File: src/rtl/lsu_pkg.sv
// Shared types and helpers for the load/store unit.
// Contents: access size, error cause and FSM state enums, plus the
// alignment check used when a request is accepted.
package lsu_pkg;

    localparam int unsigned SIZE_BITS  = 2;
    localparam int unsigned CAUSE_BITS = 2;

    typedef enum logic [SIZE_BITS-1:0] {
        SZ_B = 2'b00,
        SZ_H = 2'b01,
        SZ_W = 2'b10,
        SZ_D = 2'b11
    } size_e;

    typedef enum logic [CAUSE_BITS-1:0] {
        CAUSE_NONE   = 2'b00,
        CAUSE_LMISAL = 2'b01,
        CAUSE_SMISAL = 2'b10,
        CAUSE_BUSERR = 2'b11
    } cause_e;

    typedef enum logic [1:0] {
        ST_IDLE   = 2'b00,
        ST_ISSUE  = 2'b01,
        ST_WAIT_R = 2'b10,
        ST_RESP   = 2'b11
    } state_e;

    // Only the three low address bits matter; a doubleword is never legal on a 32-bit datapath.
    function automatic logic is_misaligned(input logic [2:0] addr, input size_e size,
                                           input int unsigned xlen);
        logic mis;
        case (size)
            SZ_B:    mis = 1'b0;
            SZ_H:    mis = addr[0];
            SZ_W:    mis = |addr[1:0];
            default: mis = (xlen == 32) || (|addr);
        endcase
        return mis;
    endfunction

endpackage

File: src/rtl/lsu_if.sv
// Bus bundles for the load/store unit.
// lsu_req_if : core <-> lsu request/response (master = core, slave = lsu).
//   req_valid/req_ready handshake, req_we, req_size, req_unsigned, req_addr,
//   req_wdata; resp_valid pulse with resp_rdata, resp_err, resp_cause.
// lsu_mem_if : lsu <-> data memory (master = lsu, slave = memory).
//   mem_valid/mem_ready handshake, mem_we, mem_addr, mem_wstrb, mem_wdata;
//   mem_rvalid with mem_rdata for reads.
interface lsu_req_if #(
    parameter int unsigned XLEN   = 32,
    parameter int unsigned ADDR_W = 32
) ();
    logic              req_valid;
    logic              req_ready;
    logic              req_we;
    logic [1:0]        req_size;
    logic              req_unsigned;
    logic [ADDR_W-1:0] req_addr;
    logic [XLEN-1:0]   req_wdata;
    logic              resp_valid;
    logic [XLEN-1:0]   resp_rdata;
    logic              resp_err;
    logic [1:0]        resp_cause;

    modport master (
        output req_valid, req_we, req_size, req_unsigned, req_addr, req_wdata,
        input  req_ready, resp_valid, resp_rdata, resp_err, resp_cause
    );

    modport slave (
        input  req_valid, req_we, req_size, req_unsigned, req_addr, req_wdata,
        output req_ready, resp_valid, resp_rdata, resp_err, resp_cause
    );
endinterface

interface lsu_mem_if #(
    parameter int unsigned XLEN   = 32,
    parameter int unsigned ADDR_W = 32
) ();
    logic              mem_valid;
    logic              mem_ready;
    logic              mem_we;
    logic [ADDR_W-1:0] mem_addr;
    logic [XLEN/8-1:0] mem_wstrb;
    logic [XLEN-1:0]   mem_wdata;
    logic              mem_rvalid;
    logic [XLEN-1:0]   mem_rdata;

    modport master (
        output mem_valid, mem_we, mem_addr, mem_wstrb, mem_wdata,
        input  mem_ready, mem_rvalid, mem_rdata
    );

    modport slave (
        input  mem_valid, mem_we, mem_addr, mem_wstrb, mem_wdata,
        output mem_ready, mem_rvalid, mem_rdata
    );
endinterface

File: src/rtl/lsu_align.sv
// Combinational lane logic for the load/store unit.
// Ports: size/off/uns select the access; wdata -> wstrb + wdata_rep for
// stores; rdata (full memory word) -> rdata_ext (shifted, extended) for loads.
module lsu_align
    import lsu_pkg::*;
#(
    parameter int unsigned XLEN = 32
) (
    input  size_e                       size,
    input  logic [$clog2(XLEN/8)-1:0]   off,
    input  logic                        uns,
    input  logic [XLEN-1:0]             wdata,
    input  logic [XLEN-1:0]             rdata,
    output logic [XLEN/8-1:0]           wstrb,
    output logic [XLEN-1:0]             wdata_rep,
    output logic [XLEN-1:0]             rdata_ext
);

    localparam int unsigned NB = XLEN / 8;

    localparam logic [XLEN-1:0] MASK_B = XLEN'(64'h0000_0000_0000_00FF);
    localparam logic [XLEN-1:0] MASK_H = XLEN'(64'h0000_0000_0000_FFFF);
    localparam logic [XLEN-1:0] MASK_W = XLEN'(64'h0000_0000_FFFF_FFFF);

    logic [NB-1:0]   base;
    logic [XLEN-1:0] shifted;
    logic [XLEN-1:0] mask;
    logic            sbit;

    // Byte-lane enables: a contiguous run of 1<<size lanes starting at the offset.
    always_comb begin
        case (size)
            SZ_B:    base = NB'(1);
            SZ_H:    base = NB'(3);
            SZ_W:    base = NB'(15);
            default: base = '1;
        endcase
        wstrb = base << off;
    end

    // Replicate the low element across the word so every lane carries it.
    always_comb begin
        case (size)
            SZ_B:    wdata_rep = {NB{wdata[7:0]}};
            SZ_H:    wdata_rep = {(NB/2){wdata[15:0]}};
            SZ_W:    wdata_rep = {(NB/4){wdata[31:0]}};
            default: wdata_rep = wdata;
        endcase
    end

    assign shifted = rdata >> {off, 3'b000};

    // Keep the element bits and fill the rest with its sign unless zero-extending.
    always_comb begin
        case (size)
            SZ_B:    begin mask = MASK_B; sbit = shifted[7];  end
            SZ_H:    begin mask = MASK_H; sbit = shifted[15]; end
            SZ_W:    begin mask = MASK_W; sbit = shifted[31]; end
            default: begin mask = '1;     sbit = 1'b0;        end
        endcase
        rdata_ext = (shifted & mask) | ((sbit && !uns) ? ~mask : '0);
    end

endmodule

File: src/rtl/lsu.sv
// Load/store unit between the execute stage and data memory.
// Ports: clk, reset (synchronous, active-high); core (lsu_req_if.slave)
// carries the request and the one-cycle response; mem (lsu_mem_if.master)
// carries the memory request and read return.
// Holds the access FSM, the captured request and the bus timeout counter.
module lsu
    import lsu_pkg::*;
#(
    parameter int unsigned XLEN    = 32,
    parameter int unsigned ADDR_W  = 32,
    parameter int unsigned TIMEOUT = 255
) (
    input  logic      clk,
    input  logic      reset,
    lsu_req_if.slave  core,
    lsu_mem_if.master mem
);

    localparam int unsigned NB    = XLEN / 8;
    localparam int unsigned OFF_W = $clog2(NB);
    localparam int unsigned CNT_W = $clog2(TIMEOUT + 1);
    localparam logic [CNT_W-1:0] CNT_LAST = CNT_W'(TIMEOUT - 1);

    state_e            state_q, state_d;
    logic [CNT_W-1:0]  cnt_q, cnt_d;
    logic              capture;
    logic              misal;

    logic              we_q;
    logic              uns_q;
    size_e             size_q;
    logic [ADDR_W-1:0] addr_q;
    logic [XLEN-1:0]   wdata_q;

    logic              req_ready_q;
    logic              resp_valid_q;
    logic              resp_err_q, resp_err_d;
    cause_e            resp_cause_q, cause_d;
    logic [XLEN-1:0]   resp_rdata_q, rdata_d;

    logic [NB-1:0]     strb_c;
    logic [XLEN-1:0]   wrep_c;
    logic [XLEN-1:0]   rext_c;
    logic              issue;

    lsu_align #(.XLEN(XLEN)) u_align (
        .size      (size_q),
        .off       (addr_q[OFF_W-1:0]),
        .uns       (uns_q),
        .wdata     (wdata_q),
        .rdata     (mem.mem_rdata),
        .wstrb     (strb_c),
        .wdata_rep (wrep_c),
        .rdata_ext (rext_c)
    );

    assign misal = is_misaligned(core.req_addr[2:0], size_e'(core.req_size), XLEN);

    // Next state, timeout count and the response about to be registered.
    // A handshake in the same cycle as the last timeout count wins.
    always_comb begin
        state_d    = state_q;
        cnt_d      = '0;
        capture    = 1'b0;
        resp_err_d = 1'b0;
        cause_d    = CAUSE_NONE;
        rdata_d    = '0;
        case (state_q)
            ST_IDLE: begin
                if (core.req_valid && req_ready_q) begin
                    capture = 1'b1;
                    if (misal) begin
                        state_d    = ST_RESP;
                        resp_err_d = 1'b1;
                        cause_d    = core.req_we ? CAUSE_SMISAL : CAUSE_LMISAL;
                    end else begin
                        state_d = ST_ISSUE;
                    end
                end
            end
            ST_ISSUE: begin
                if (mem.mem_ready) begin
                    state_d = we_q ? ST_RESP : ST_WAIT_R;
                end else if (cnt_q == CNT_LAST) begin
                    state_d    = ST_RESP;
                    resp_err_d = 1'b1;
                    cause_d    = CAUSE_BUSERR;
                end else begin
                    cnt_d = cnt_q + CNT_W'(1);
                end
            end
            ST_WAIT_R: begin
                if (mem.mem_rvalid) begin
                    state_d = ST_RESP;
                    rdata_d = rext_c;
                end else if (cnt_q == CNT_LAST) begin
                    state_d    = ST_RESP;
                    resp_err_d = 1'b1;
                    cause_d    = CAUSE_BUSERR;
                end else begin
                    cnt_d = cnt_q + CNT_W'(1);
                end
            end
            ST_RESP: begin
                state_d = ST_IDLE;
            end
            default: begin
                state_d = ST_IDLE;
            end
        endcase
    end

    // State, counter and registered core-side outputs.
    always_ff @(posedge clk) begin
        if (reset) begin
            state_q      <= ST_IDLE;
            cnt_q        <= '0;
            req_ready_q  <= 1'b0;
            resp_valid_q <= 1'b0;
            resp_err_q   <= 1'b0;
            resp_cause_q <= CAUSE_NONE;
            resp_rdata_q <= '0;
        end else begin
            state_q      <= state_d;
            cnt_q        <= cnt_d;
            req_ready_q  <= (state_d == ST_IDLE);
            resp_valid_q <= (state_d == ST_RESP);
            resp_err_q   <= resp_err_d;
            resp_cause_q <= cause_d;
            resp_rdata_q <= rdata_d;
        end
    end

    // Captured request, held for the whole access.
    always_ff @(posedge clk) begin
        if (reset) begin
            we_q    <= 1'b0;
            uns_q   <= 1'b0;
            size_q  <= SZ_B;
            addr_q  <= '0;
            wdata_q <= '0;
        end else if (capture) begin
            we_q    <= core.req_we;
            uns_q   <= core.req_unsigned;
            size_q  <= size_e'(core.req_size);
            addr_q  <= core.req_addr;
            wdata_q <= core.req_wdata;
        end
    end

    // Memory side is decoded from state and captured registers only.
    assign issue         = (state_q == ST_ISSUE);
    assign mem.mem_valid = issue;
    assign mem.mem_we    = issue && we_q;
    assign mem.mem_addr  = issue ? {addr_q[ADDR_W-1:OFF_W], {OFF_W{1'b0}}} : '0;
    assign mem.mem_wstrb = (issue && we_q) ? strb_c : '0;
    assign mem.mem_wdata = (issue && we_q) ? wrep_c : '0;

    assign core.req_ready  = req_ready_q;
    assign core.resp_valid = resp_valid_q;
    assign core.resp_err   = resp_err_q;
    assign core.resp_cause = resp_cause_q;
    assign core.resp_rdata = resp_rdata_q;

endmodule

File: src/flat_wrapper.sv
// flat-port wrapper written by rule: the top's interface ports become plain ports
module lsu_flat import lsu_pkg::*;
#(
    parameter int unsigned XLEN    = 32,
    parameter int unsigned ADDR_W  = 32,
    parameter int unsigned TIMEOUT = 255
)
  (clk, reset, core_req_valid, core_req_we, core_req_size, core_req_unsigned, core_req_addr, core_req_wdata, core_req_ready, core_resp_valid, core_resp_rdata, core_resp_err, core_resp_cause, mem_mem_valid, mem_mem_we, mem_mem_addr, mem_mem_wstrb, mem_mem_wdata, mem_mem_ready, mem_mem_rvalid, mem_mem_rdata);
  lsu_req_if #(.XLEN(XLEN), .ADDR_W(ADDR_W)) core_i ();
  lsu_mem_if #(.XLEN(XLEN), .ADDR_W(ADDR_W)) mem_i ();
  input  logic clk;
  input  logic reset;
  input wire logic [$bits(core_i.req_valid)-1:0] core_req_valid;
  input wire logic [$bits(core_i.req_we)-1:0] core_req_we;
  input wire logic [$bits(core_i.req_size)-1:0] core_req_size;
  input wire logic [$bits(core_i.req_unsigned)-1:0] core_req_unsigned;
  input wire logic [$bits(core_i.req_addr)-1:0] core_req_addr;
  input wire logic [$bits(core_i.req_wdata)-1:0] core_req_wdata;
  output wire logic [$bits(core_i.req_ready)-1:0] core_req_ready;
  output wire logic [$bits(core_i.resp_valid)-1:0] core_resp_valid;
  output wire logic [$bits(core_i.resp_rdata)-1:0] core_resp_rdata;
  output wire logic [$bits(core_i.resp_err)-1:0] core_resp_err;
  output wire logic [$bits(core_i.resp_cause)-1:0] core_resp_cause;
  output wire logic [$bits(mem_i.mem_valid)-1:0] mem_mem_valid;
  output wire logic [$bits(mem_i.mem_we)-1:0] mem_mem_we;
  output wire logic [$bits(mem_i.mem_addr)-1:0] mem_mem_addr;
  output wire logic [$bits(mem_i.mem_wstrb)-1:0] mem_mem_wstrb;
  output wire logic [$bits(mem_i.mem_wdata)-1:0] mem_mem_wdata;
  input wire logic [$bits(mem_i.mem_ready)-1:0] mem_mem_ready;
  input wire logic [$bits(mem_i.mem_rvalid)-1:0] mem_mem_rvalid;
  input wire logic [$bits(mem_i.mem_rdata)-1:0] mem_mem_rdata;
  assign core_i.req_valid = core_req_valid;
  assign core_i.req_we = core_req_we;
  assign core_i.req_size = core_req_size;
  assign core_i.req_unsigned = core_req_unsigned;
  assign core_i.req_addr = core_req_addr;
  assign core_i.req_wdata = core_req_wdata;
  assign core_req_ready = core_i.req_ready;
  assign core_resp_valid = core_i.resp_valid;
  assign core_resp_rdata = core_i.resp_rdata;
  assign core_resp_err = core_i.resp_err;
  assign core_resp_cause = core_i.resp_cause;
  assign mem_mem_valid = mem_i.mem_valid;
  assign mem_mem_we = mem_i.mem_we;
  assign mem_mem_addr = mem_i.mem_addr;
  assign mem_mem_wstrb = mem_i.mem_wstrb;
  assign mem_mem_wdata = mem_i.mem_wdata;
  assign mem_i.mem_ready = mem_mem_ready;
  assign mem_i.mem_rvalid = mem_mem_rvalid;
  assign mem_i.mem_rdata = mem_mem_rdata;
  lsu #(.XLEN(XLEN), .ADDR_W(ADDR_W), .TIMEOUT(TIMEOUT)) u_core (.clk(clk), .reset(reset), .core(core_i), .mem(mem_i));
endmodule
File: config.mk
export PLATFORM = sky130hd
export DESIGN_NAME = lsu_flat
export DESIGN_NICKNAME = d
export VERILOG_FILES = /design/src/rtl/lsu_pkg.sv /design/src/rtl/lsu_if.sv /design/src/rtl/lsu_align.sv /design/src/rtl/lsu.sv /design/src/flat_wrapper.sv
export SDC_FILE = /design/constraint.sdc
export NUM_CORES = 1
export LEC_CHECK = 0
export ABC_AREA = 0
export BUFFER_PORTS_ARGS = -buffer_cell sky130_fd_sc_hd__buf_2
export CORE_MARGIN = 2
export CORE_UTILIZATION = 40
export CTS_CLUSTER_DIAMETER = 100
export DETAILED_ROUTE_END_ITERATION = 10
export PLACE_DENSITY = 0.79
export SLEW_MARGIN = 40
export SYNTH_ARGS = -nofsm -noshare
export SYNTH_HDL_FRONTEND = slang
export SYNTH_SLANG_ARGS = --single-unit
File: constraint.sdc
create_clock -name clk -period 4.6 [get_ports clk]
set_clock_uncertainty 0.15 [all_clocks]
set_input_delay 0.46 -clock clk [delete_from_list [all_inputs] [get_ports clk]]
set_output_delay 0.46 -clock clk [all_outputs]
set_load 0.02 [all_outputs]
==> results of run 1 <==
-- flip-flops by register name, summed over array words and instances, names as in the netlist, 2 cells and up --
register and cells:
u_core.size_q 2, u_core.core.resp_rdata 32, u_core.cnt_q 8, u_core.state_q 2, u_core.wdata_q 32, u_core.core.resp_cause 2
u_core.addr_q 32
-- synthesized netlist by cell type (7+ instances only) --
library cell / instances
nand2_1: 175
mux2_2: 8
nor2b_1: 10
and3_1: 10
ha_1: 8
buf_2: 7
and2_1: 30
nor3_1: 11
o21ai_0: 12
inv_1: 11
a21oi_1: 111
mux2i_1: 24
dfxtp_1: 115
clkbuf_1: 36
nor2_1: 52
a211oi_1: 16
-- routing by layer --
metal	wire length [um]	up-vias	GRT usage	part of all wire
met4	281	0	0.0919	0.019
met5	0	-	0	0
met2	7180	222	0.345	0.48
li1	-	2622	-	-
met3	1020	20	0.0536	0.068
met1	6510	2358	0.264	0.43
-- through the flow --
stage / utilization / worst slack [ns] / power [mW] / cell area, um^2 / hold slack, ns
2_1_floorplan: - / 2.31 / 1.63 / 5230 / 0.282
3_3_place_gp: 0.499 / 2.11 / 1.82 / 6330 / 0.287
3_5_place_dp: 0.500 / 2.35 / 1.83 / 6340 / 0.292
4_1_cts: 0.543 / 1.96 / 3.04 / 6880 / 0.122
5_1_grt: 0.543 / 1.86 / 3.17 / 6880 / 0.132
6_report: 0.543 / 1.99 / 3.01 / 6880 / 0.138
-- path summary, 6_finish.rpt --
kind / from / end
worst max-delay path: u_core.size_q[0]$_SDFFE_PP0P_ / mem_mem_wdata[12]
worst min-delay path: core_req_addr[22] / u_core.addr_q[22]$_SDFFE_PP0P_
worst max register to register: u_core.state_q[1]$_SDFF_PP0_ / u_core.cnt_q[3]$_SDFF_PP0_
worst min register to register: u_core.addr_q[21]$_SDFFE_PP0P_ / u_core.addr_q[21]$_SDFFE_PP0P_
-- cells in the final DEF (no fill, tap or decap), types with 3 or more instances in the layout --
cell type / n
a211oi_1: 16
a21oi_1: 111
and2_1: 30
and3_1: 9
buf_2: 209
buf_4: 6
clkbuf_16: 17
clkinv_2: 3
clkinvlp_4: 4
dfxtp_1: 114
ha_1: 8
inv_1: 11
mux2_2: 8
mux2i_1: 24
nand2_1: 174
nand3_1: 4
nand4_1: 3
nor2_1: 52
nor2b_1: 10
nor3_1: 11
o21ai_0: 12
xnor2_1: 4
-- worst reg2reg max path: stages (launching register included) --
cell	delay, ns
dfxtp_1	0.35
inv_1	0.12
ha_1	0.19
buf_4	0.33
inv_1	0.10
o22ai_1	0.35
nand4b_1	0.37
nor2_1	0.20
-- cell type report --
type / instances / share of cell area
clock buffer: 21 / 0.0669
clock inverter: 9 / 0.0122
inverter: 11 / 0.00600
multi-input combinational: 501 / 0.390
sequential: 115 / 0.335
tap: 172 / 0.0313
timing repair buffer: 215 / 0.159
-- power breakdown --
group          internal [mW]  leakage (nW)  total, mW  switching (mW)
Combinational          0.223          1.77      0.624           0.401
Clock                  0.761         0.257       1.20           0.436
Sequential              1.10         0.931       1.19          0.0874
-- cell families after synthesis --
| kind of cell | after synthesis | synth area share |
|---|---|---|
| AOI/OAI and AO/OA | 148 | 0.157 |
| xor gates and xnor gates | 6 | 0.0101 |
| adders and majority gates | 8 | 0.0192 |
| buffers and inverters | 61 | 0.0484 |
| DFF | 115 | 0.441 |
| muxes | 33 | 0.0676 |
| other | 1 | 0.000718 |
| and+or+nand+nor | 304 | 0.256 |
==> qor.txt, run 1 <==
status: finished, final reports clean
count of final hold-check violations: 0
CP startpoint kind: flip-flop
drt first-iter violations: 453
critical-path maximum fanout: 14
WL/cell: 14.4 um
number of global-route vias before repair: 4909
RD Place Congestion: 0.901
vias: 5222
MaxCap Viol Count: 0
CTS Buf Count: 17
FF+latch count, synth: 115
GRT Resource Usage Total: 0.211
Post-synth EDFFs: 0
Syn. warnings: 0
multi-input combinational cell area: 2690 um^2
first-pass GRT wire length: 23800 um
Post-synth ARST share: 0
Root Buffer: clkbuf_16
hold path cells: 3
I/O Buffers: 209
CTS Sinks: 115
WP depth: 4
clk_lat worst skew: 0.40 ns
initial core utilization: 0.412
cts hold-fix bufs: 0
Crit path largest cell delay: 0.76 ns
Syn Inst Count: 676
total grt overflow: 0
Hold Crit Class: input port to flip-flop
Residual DRC: 0
gate family responsible for the most delay along the worst path: flip-flops
Final Non-Filler Cells: 1044
placed insts: 1014
Post-DRT Antenna Nets: 0
Vias per Instance: 5.00
Final HPWL DP: 10700 um
Final Cycle Share: 0.567
TritonCTS clock tree: done
area leader, netlist: dfxtp_1
fmax: 383 MHz
largest net degree at the start of global routing: 75
Die Y: 118 um
CTS Buffer Depth: 2
leakage power: 2.96 nW
Area growth, synth to finish: 31.7%
Synth Cell Area: 5220 um^2
Peak VDD IR: 250 uV
Crit Path Class: flip-flop to output port
Fillers: 1214
post-CTS setup buffer count: 0
# resized after CTS: 0
Setup crit end kind: output port
CP max-delay cell: dfxtp_1
final total negative setup slack: 0 ns
CP bufs+invs: 1
fraction of layout cells with a size suffix above 1: 0.302
r2r setup slk: 2.36 ns
unique cell type count in the Yosys netlist: 40
antenna fix cells: 0
power per cell area: 438 nW/um^2
Slew headroom: 0.475
Final Routed Wirelength: 15000 um
area share of the largest cell type after synthesis: 0.441
Finish-stage setup viols: 0
RSZ-0062 raised after global routing: false
CP Cell Sequence: or2_2, nand2_1, a21oi_1, buf_2
Area contributors post-synth: dfxtp_1 44%, nand2_1 13%, a21oi_1 11%
Initial DRT Pass Iterations: 5
Avg Inst Size Synth: 7.73 um^2
Worst EP required: 3.99 ns
worst slew pin tran: 0.787 ns
Nets: 974
CORE AREA: 12700 um^2
H-tree depth: 4
initial antenna violation count: 0
Worst EP arrival: 2.00 ns
post-synthesis sequential area ratio: 0.441
Core Rows: 41
Die Wd: 118 um
# IOs: 212
final period demand of the worst path: 2.61 ns
register area: 2300 um^2
Final Max Tran Viols: 0
cells on worst reg2reg path: 7
clock-pin transition on the worst setup and hold timing paths: 0.05 ns
ys flop type: dfxtp_1
die area: 14000 um^2
Note: power is estimated with default switching activity, not from simulation.
==> run 2: changes to the inputs <==
clock period = 2.6 ns   (was 4.6 ns; I/O delays follow)
==> run 2 against run 1 <==
Compared with the run above:
- first-iteration DRC count decreased by 6.0%
- die area is the same
- via count increased by 10%
- final cell count rose by 7.8%
- sequential cell count is the same
- setup slack lost 1.8 ns
- sequential share of layout area decreased by 3.8 points
- critical path type unchanged
- largest power group unchanged
==> qor.txt, run 2 (synthesis gave the netlist of run 1 again) <==
Place WS: 0.495 ns
Final HPWL DP: 10700 um
Die Y: 118 um
# IOs: 212
Hold EP: u_core.core.resp_rdata[13]$_SDFF_PP0_
die area: 14000 um^2
I/O Buffers: 209
r2r setup slk: 0.47 ns
Final Cycle Share: 0.931
Nets: 1054
Post-DRT Antenna Nets: 0
HP Start: mem_mem_rdata[21]
final total negative setup slack: 0 ns
antenna fix cells: 0
Vias per Instance: 5.12
Hold Crit Class: input port to flip-flop
most common cell after layout, fill and taps aside: buf_2
MaxCap Viol Count: 0
Final WS setup: 0.179 ns
Core Rows: 41
count of final hold-check violations: 0
number of global-route vias before repair: 5567
clk_lat worst skew: 0.42 ns
Setup crit end kind: output port
Peak VDD IR: 444 uV
vias: 5758
Root Buffer: clkbuf_16
WL/cell: 15.3 um
H-tree depth: 4
drt first-iter violations: 426
cells on worst reg2reg path: 4
Die Wd: 118 um
RD Place Congestion: 0.903
status: finished, final reports clean
Crit Path Class: flip-flop to output port
Worst EP arrival: 2.01 ns
worst slew pin tran: 0.808 ns
critical-path maximum fanout: 14
initial antenna violation count: 1
cell area after layout: 7750 um^2
Finish-stage setup viols: 0
power per cell area: 746 nW/um^2
final period demand of the worst path: 2.42 ns
Area growth, synth to finish: 48.4%
TritonCTS clock tree: done
largest net degree at the start of global routing: 75
CTS Buf Count: 17
Reg2Reg Capture Point: u_core.core.resp_rdata[16]$_SDFF_PP0_
fraction of layout cells with a size suffix above 1: 0.277
fmax: 413 MHz
hold path cells: 3
Worst EP required: 2.19 ns
placed instance area: 6380 um^2
most frequent cells in the layout: 209 x buf_2, 175 x nand2_1, 115 x dfxtp_1, 111 x a21oi_1, 76 x dlygate4sd3_1
clock-pin transition on the worst setup and hold timing paths: 0.05 ns
leakage power: 3.34 nW
initial core utilization: 0.412
Final Routed Wirelength: 17200 um
CTS Sinks: 115
Final Max Tran Viols: 0
Initial DRT Pass Iterations: 5
Slew headroom: 0.462
first-pass GRT wire length: 27300 um
Final Non-Filler Cells: 1125
Residual DRC: 0
GRT Resource Usage Total: 0.246
RSZ-0062 raised after global routing: false
CP startpoint kind: flip-flop
placed insts: 1018
RR Startpoint: u_core.addr_q[1]$_SDFFE_PP0P_
CTS Buffer Depth: 2
CORE AREA: 12700 um^2
total grt overflow: 0
## run 2: routing by layer
layer	share of wire	track usage	vias to the layer above
met5	0.00064	0	-
met4	0.033	0.131	2
met3	0.074	0.0598	46
met2	0.50	0.427	295
met1	0.39	0.276	2641
li1	-	-	2774
## run 2: final cells by class
| class | instances | area, um^2 |
|---|---|---|
| clock buffers | 21 | 450 |
| fillers | 1092 | 4920 |
| inverters | 11 | 41.3 |
| well taps | 172 | 215 |
| flip-flops and latches | 115 | 2300 |
| repair buffers | 295 | 1910 |
| clock inverters | 10 | 156 |
| multi-input cells | 501 | 2680 |
## run 2: worst max-delay path by stage
stage	cells after the start	end	slack, ns	start
detailed placement	4	u_core.core.resp_rdata[16]$_SDFF_PP0_	0.49	u_core.addr_q[1]$_SDFFE_PP0P_
global placement	4	u_core.core.resp_rdata[31]$_SDFF_PP0_	0.54	u_core.addr_q[1]$_SDFFE_PP0P_
finish	4	mem_mem_wdata[15]	0.18	u_core.size_q[0]$_SDFFE_PP0P_
global route	4	mem_mem_wdata[8]	0.05	u_core.size_q[0]$_SDFFE_PP0P_
floorplan	5	mem_mem_wstrb[2]	0.51	u_core.addr_q[0]$_SDFFE_PP0P_
CTS	4	mem_mem_wstrb[3]	0.17	u_core.size_q[0]$_SDFFE_PP0P_
## run 2: stage by stage
stage | hold WS, ns | utilization | total power, mW
finish | 0.0489 | 0.612 | 5.78
global route | 0.0731 | 0.612 | 6.04
CTS | 0.0280 | 0.612 | 5.78
detailed placement | 0.292 | 0.504 | 3.27
global placement | 0.287 | 0.504 | 3.25
floorplan | 0.246 | - | 2.89
## run 2: report_power, final
group,internal [mW],switching [mW]
sequential,1.95,0.142
clock,1.62,0.818
combinational,0.491,0.760
## run 2: repair_timing
item | 4_1_cts | 5_1_grt
hold endpoints to repair | 78 | 0
hold buffers | 76 | 0
setup buffers | 0 | 0
resized for setup | 0 | 0
## run 2: worst max-delay path, cell delays in order, from the launching register on
cell	delay (ns)
dfxtp_1	0.74
or2_2	0.39
nand2_1	0.09
a21oi_1	0.18
buf_2	0.20
==> run 3: changes to the inputs <==
CELL_PAD_IN_SITES_DETAIL_PLACEMENT = 1   (was not set)
CELL_PAD_IN_SITES_GLOBAL_PLACEMENT = 1   (was not set)
CORE_UTILIZATION = 34   (was 40)
PLACE_DENSITY = 0.91   (was 0.79)
==> run 3 against run 2 <==
Compared with the run above:
- die area up 17%
- sequential cell count unchanged
- cell area is 0.92% higher
- sequential power about the same
- final cell count grew 1.8%
- global-route usage up 2.4 points
- critical endpoint is now mem_mem_wdata[25]
- largest power group unchanged
- highest routed layer unchanged
==> qor.txt, run 3 (synthesis gave the netlist of run 1 again) <==
r2r setup slk: 0.44 ns
internal power: 4.17 mW
total grt overflow: 0
Die Wd: 128 um
worst slew pin tran: 0.821 ns
final period demand of the worst path: 2.46 ns
Final HPWL DP: 12700 um
Final Routed Wirelength: 22000 um
CTS Buffer Depth: 2
net switching fraction of the power: 0.311
cell area after layout: 7820 um^2
Reg power frac: 0.349
Initial DRT Pass Iterations: 4
Hold Crit Class: input port to flip-flop
count of final hold-check violations: 0
Sw Pwr: 1.88 mW
initial antenna violation count: 1
MaxCap Viol Count: 0
placed instance area: 6400 um^2
largest net degree at the start of global routing: 75
Post-DRT Antenna Nets: 0
Setup crit end kind: output port
initial core utilization: 0.346
H-tree depth: 4
Crit path largest cell delay: 0.63 ns
clock power share: 0.433
Final Max Tran Viols: 0
Die Y: 128 um
Fillers: 1859
CTS Buf Count: 17
first-pass GRT wire length: 34200 um
HP Start: mem_mem_rdata[18]
drt first-iter violations: 237
most common cell after layout, fill and taps aside: buf_2
overall power: 6.05 mW
leakage power: 3.35 nW
Crit path top cell by count: nor2_1
Slew headroom: 0.453
Vias per Instance: 5.25
WL/cell: 19.3 um
CP max-delay cell: dfxtp_1
combinational power share: 0.218
most frequent cells in the layout: 209 x buf_2, 175 x nand2_1, 115 x dfxtp_1, 111 x a21oi_1, 76 x dlygate4sd3_1
Root Buffer: clkbuf_16
status: finished, final reports clean
Final Cycle Share: 0.945
I/O Buffers: 209
cells on worst reg2reg path: 4
Worst EP required: 2.19 ns
critical-path maximum fanout: 10
RD Place Congestion: 0.828
RSZ-0062 raised after global routing: false
power per cell area: 774 nW/um^2
clock-pin transition on the worst setup and hold timing paths: 0.06 ns
Residual DRC: 0
GRT Resource Usage Total: 0.270
clk_lat worst skew: 0.42 ns
die area: 16400 um^2
number of global-route vias before repair: 6381
Hold EP: u_core.core.resp_rdata[10]$_SDFF_PP0_
CTS Sinks: 115
Core Rows: 45
final total negative setup slack: 0 ns
CP Cell Sequence: buf_4, mux2i_1, nor2_1, a21oi_1, nor2_1, buf_2
Area growth, synth to finish: 49.8%
Nets: 1056
Reg2Reg Capture Point: u_core.core.resp_rdata[29]$_SDFF_PP0_
fraction of layout cells with a size suffix above 1: 0.281
Worst EP arrival: 2.05 ns
CP startpoint kind: flip-flop
Peak VDD IR: 538 uV
CORE AREA: 15100 um^2
hold path cells: 3
fmax: 407 MHz
Crit Path Class: flip-flop to output port
RR Startpoint: u_core.addr_q[0]$_SDFFE_PP0P_
# IOs: 212
Finish-stage setup viols: 0
vias: 6011
TritonCTS clock tree: done
final core utilization: 0.518
[run 3: final cells by class]
cell class / instances / area, um^2 / area share
sequential: 115 / 2300 / 0.294
timing repair buffer: 297 / 1910 / 0.244
antenna: 1 / 2.50 / 0.000320
inverter: 11 / 41.3 / 0.00528
multi-input combinational: 501 / 2680 / 0.343
clock inverter: 12 / 204 / 0.0261
clock buffer: 20 / 447 / 0.0571
tap: 188 / 235 / 0.0301
[run 3: power by group through the flow]
stage | registers, mW | logic, mW | clock network [mW]
after global placement | 2.12 | 1.13 | 0
after detailed placement | 2.13 | 1.17 | 0
after floorplan | 2.14 | 0.747 | 0
final | 2.11 | 1.32 | 2.62
after CTS | 2.10 | 1.28 | 2.64
after global routing | 2.13 | 1.44 | 2.73
[run 3: worst max path at each step]
stage | startpoint | endpoint | slack, ns | cells past startpoint
finish | u_core.size_q[0]$_SDFFE_PP0P_ | mem_mem_wdata[25] | 0.14 | 6
global route | u_core.state_q[1]$_SDFF_PP0_ | mem_mem_wstrb[2] | 0.02 | 6
CTS | u_core.state_q[1]$_SDFF_PP0_ | mem_mem_wstrb[2] | 0.07 | 6
detailed placement | u_core.addr_q[0]$_SDFFE_PP0P_ | u_core.core.resp_rdata[29]$_SDFF_PP0_ | 0.43 | 4
global placement | u_core.addr_q[0]$_SDFFE_PP0P_ | u_core.core.resp_rdata[24]$_SDFF_PP0_ | 0.55 | 4
floorplan | u_core.addr_q[0]$_SDFFE_PP0P_ | mem_mem_wstrb[2] | 0.51 | 5
[run 3: layer usage]
layer,track usage,part of all wire,vias to the layer above
met4,0.154,0.047,2
met3,0.0684,0.059,83
met2,0.472,0.51,254
met5,0,0.00050,-
met1,0.297,0.38,2894
li1,-,-,2778
[run 3: critical path: cells and delay by family (launching register included)]
family | cells | cell delay, ns
AOI/OAI and AO/OA | 1 | 0.14
DFF | 1 | 0.63
buffers and inverters | 2 | 0.43
muxes | 1 | 0.27
and+or+nand+nor | 2 | 0.15
[run 3: what timing repair did]
action,in CTS,in global routing
gates resized for setup,0,1
hold buffers,76,0
buffers inserted,0,0
endpoints found under the setup margin,0,4
endpoints found under the hold margin,77,0
[run 3: stage by stage]
stage	setup slack (ns)	std cells	hold WS, ns
finish	0.144	1145	0.0364
detailed placement	0.433	1036	0.294
CTS	0.0680	1144	0.0353
floorplan	0.505	677	0.246
global placement	0.545	1036	0.288
global route	0.0250	1144	0.0573
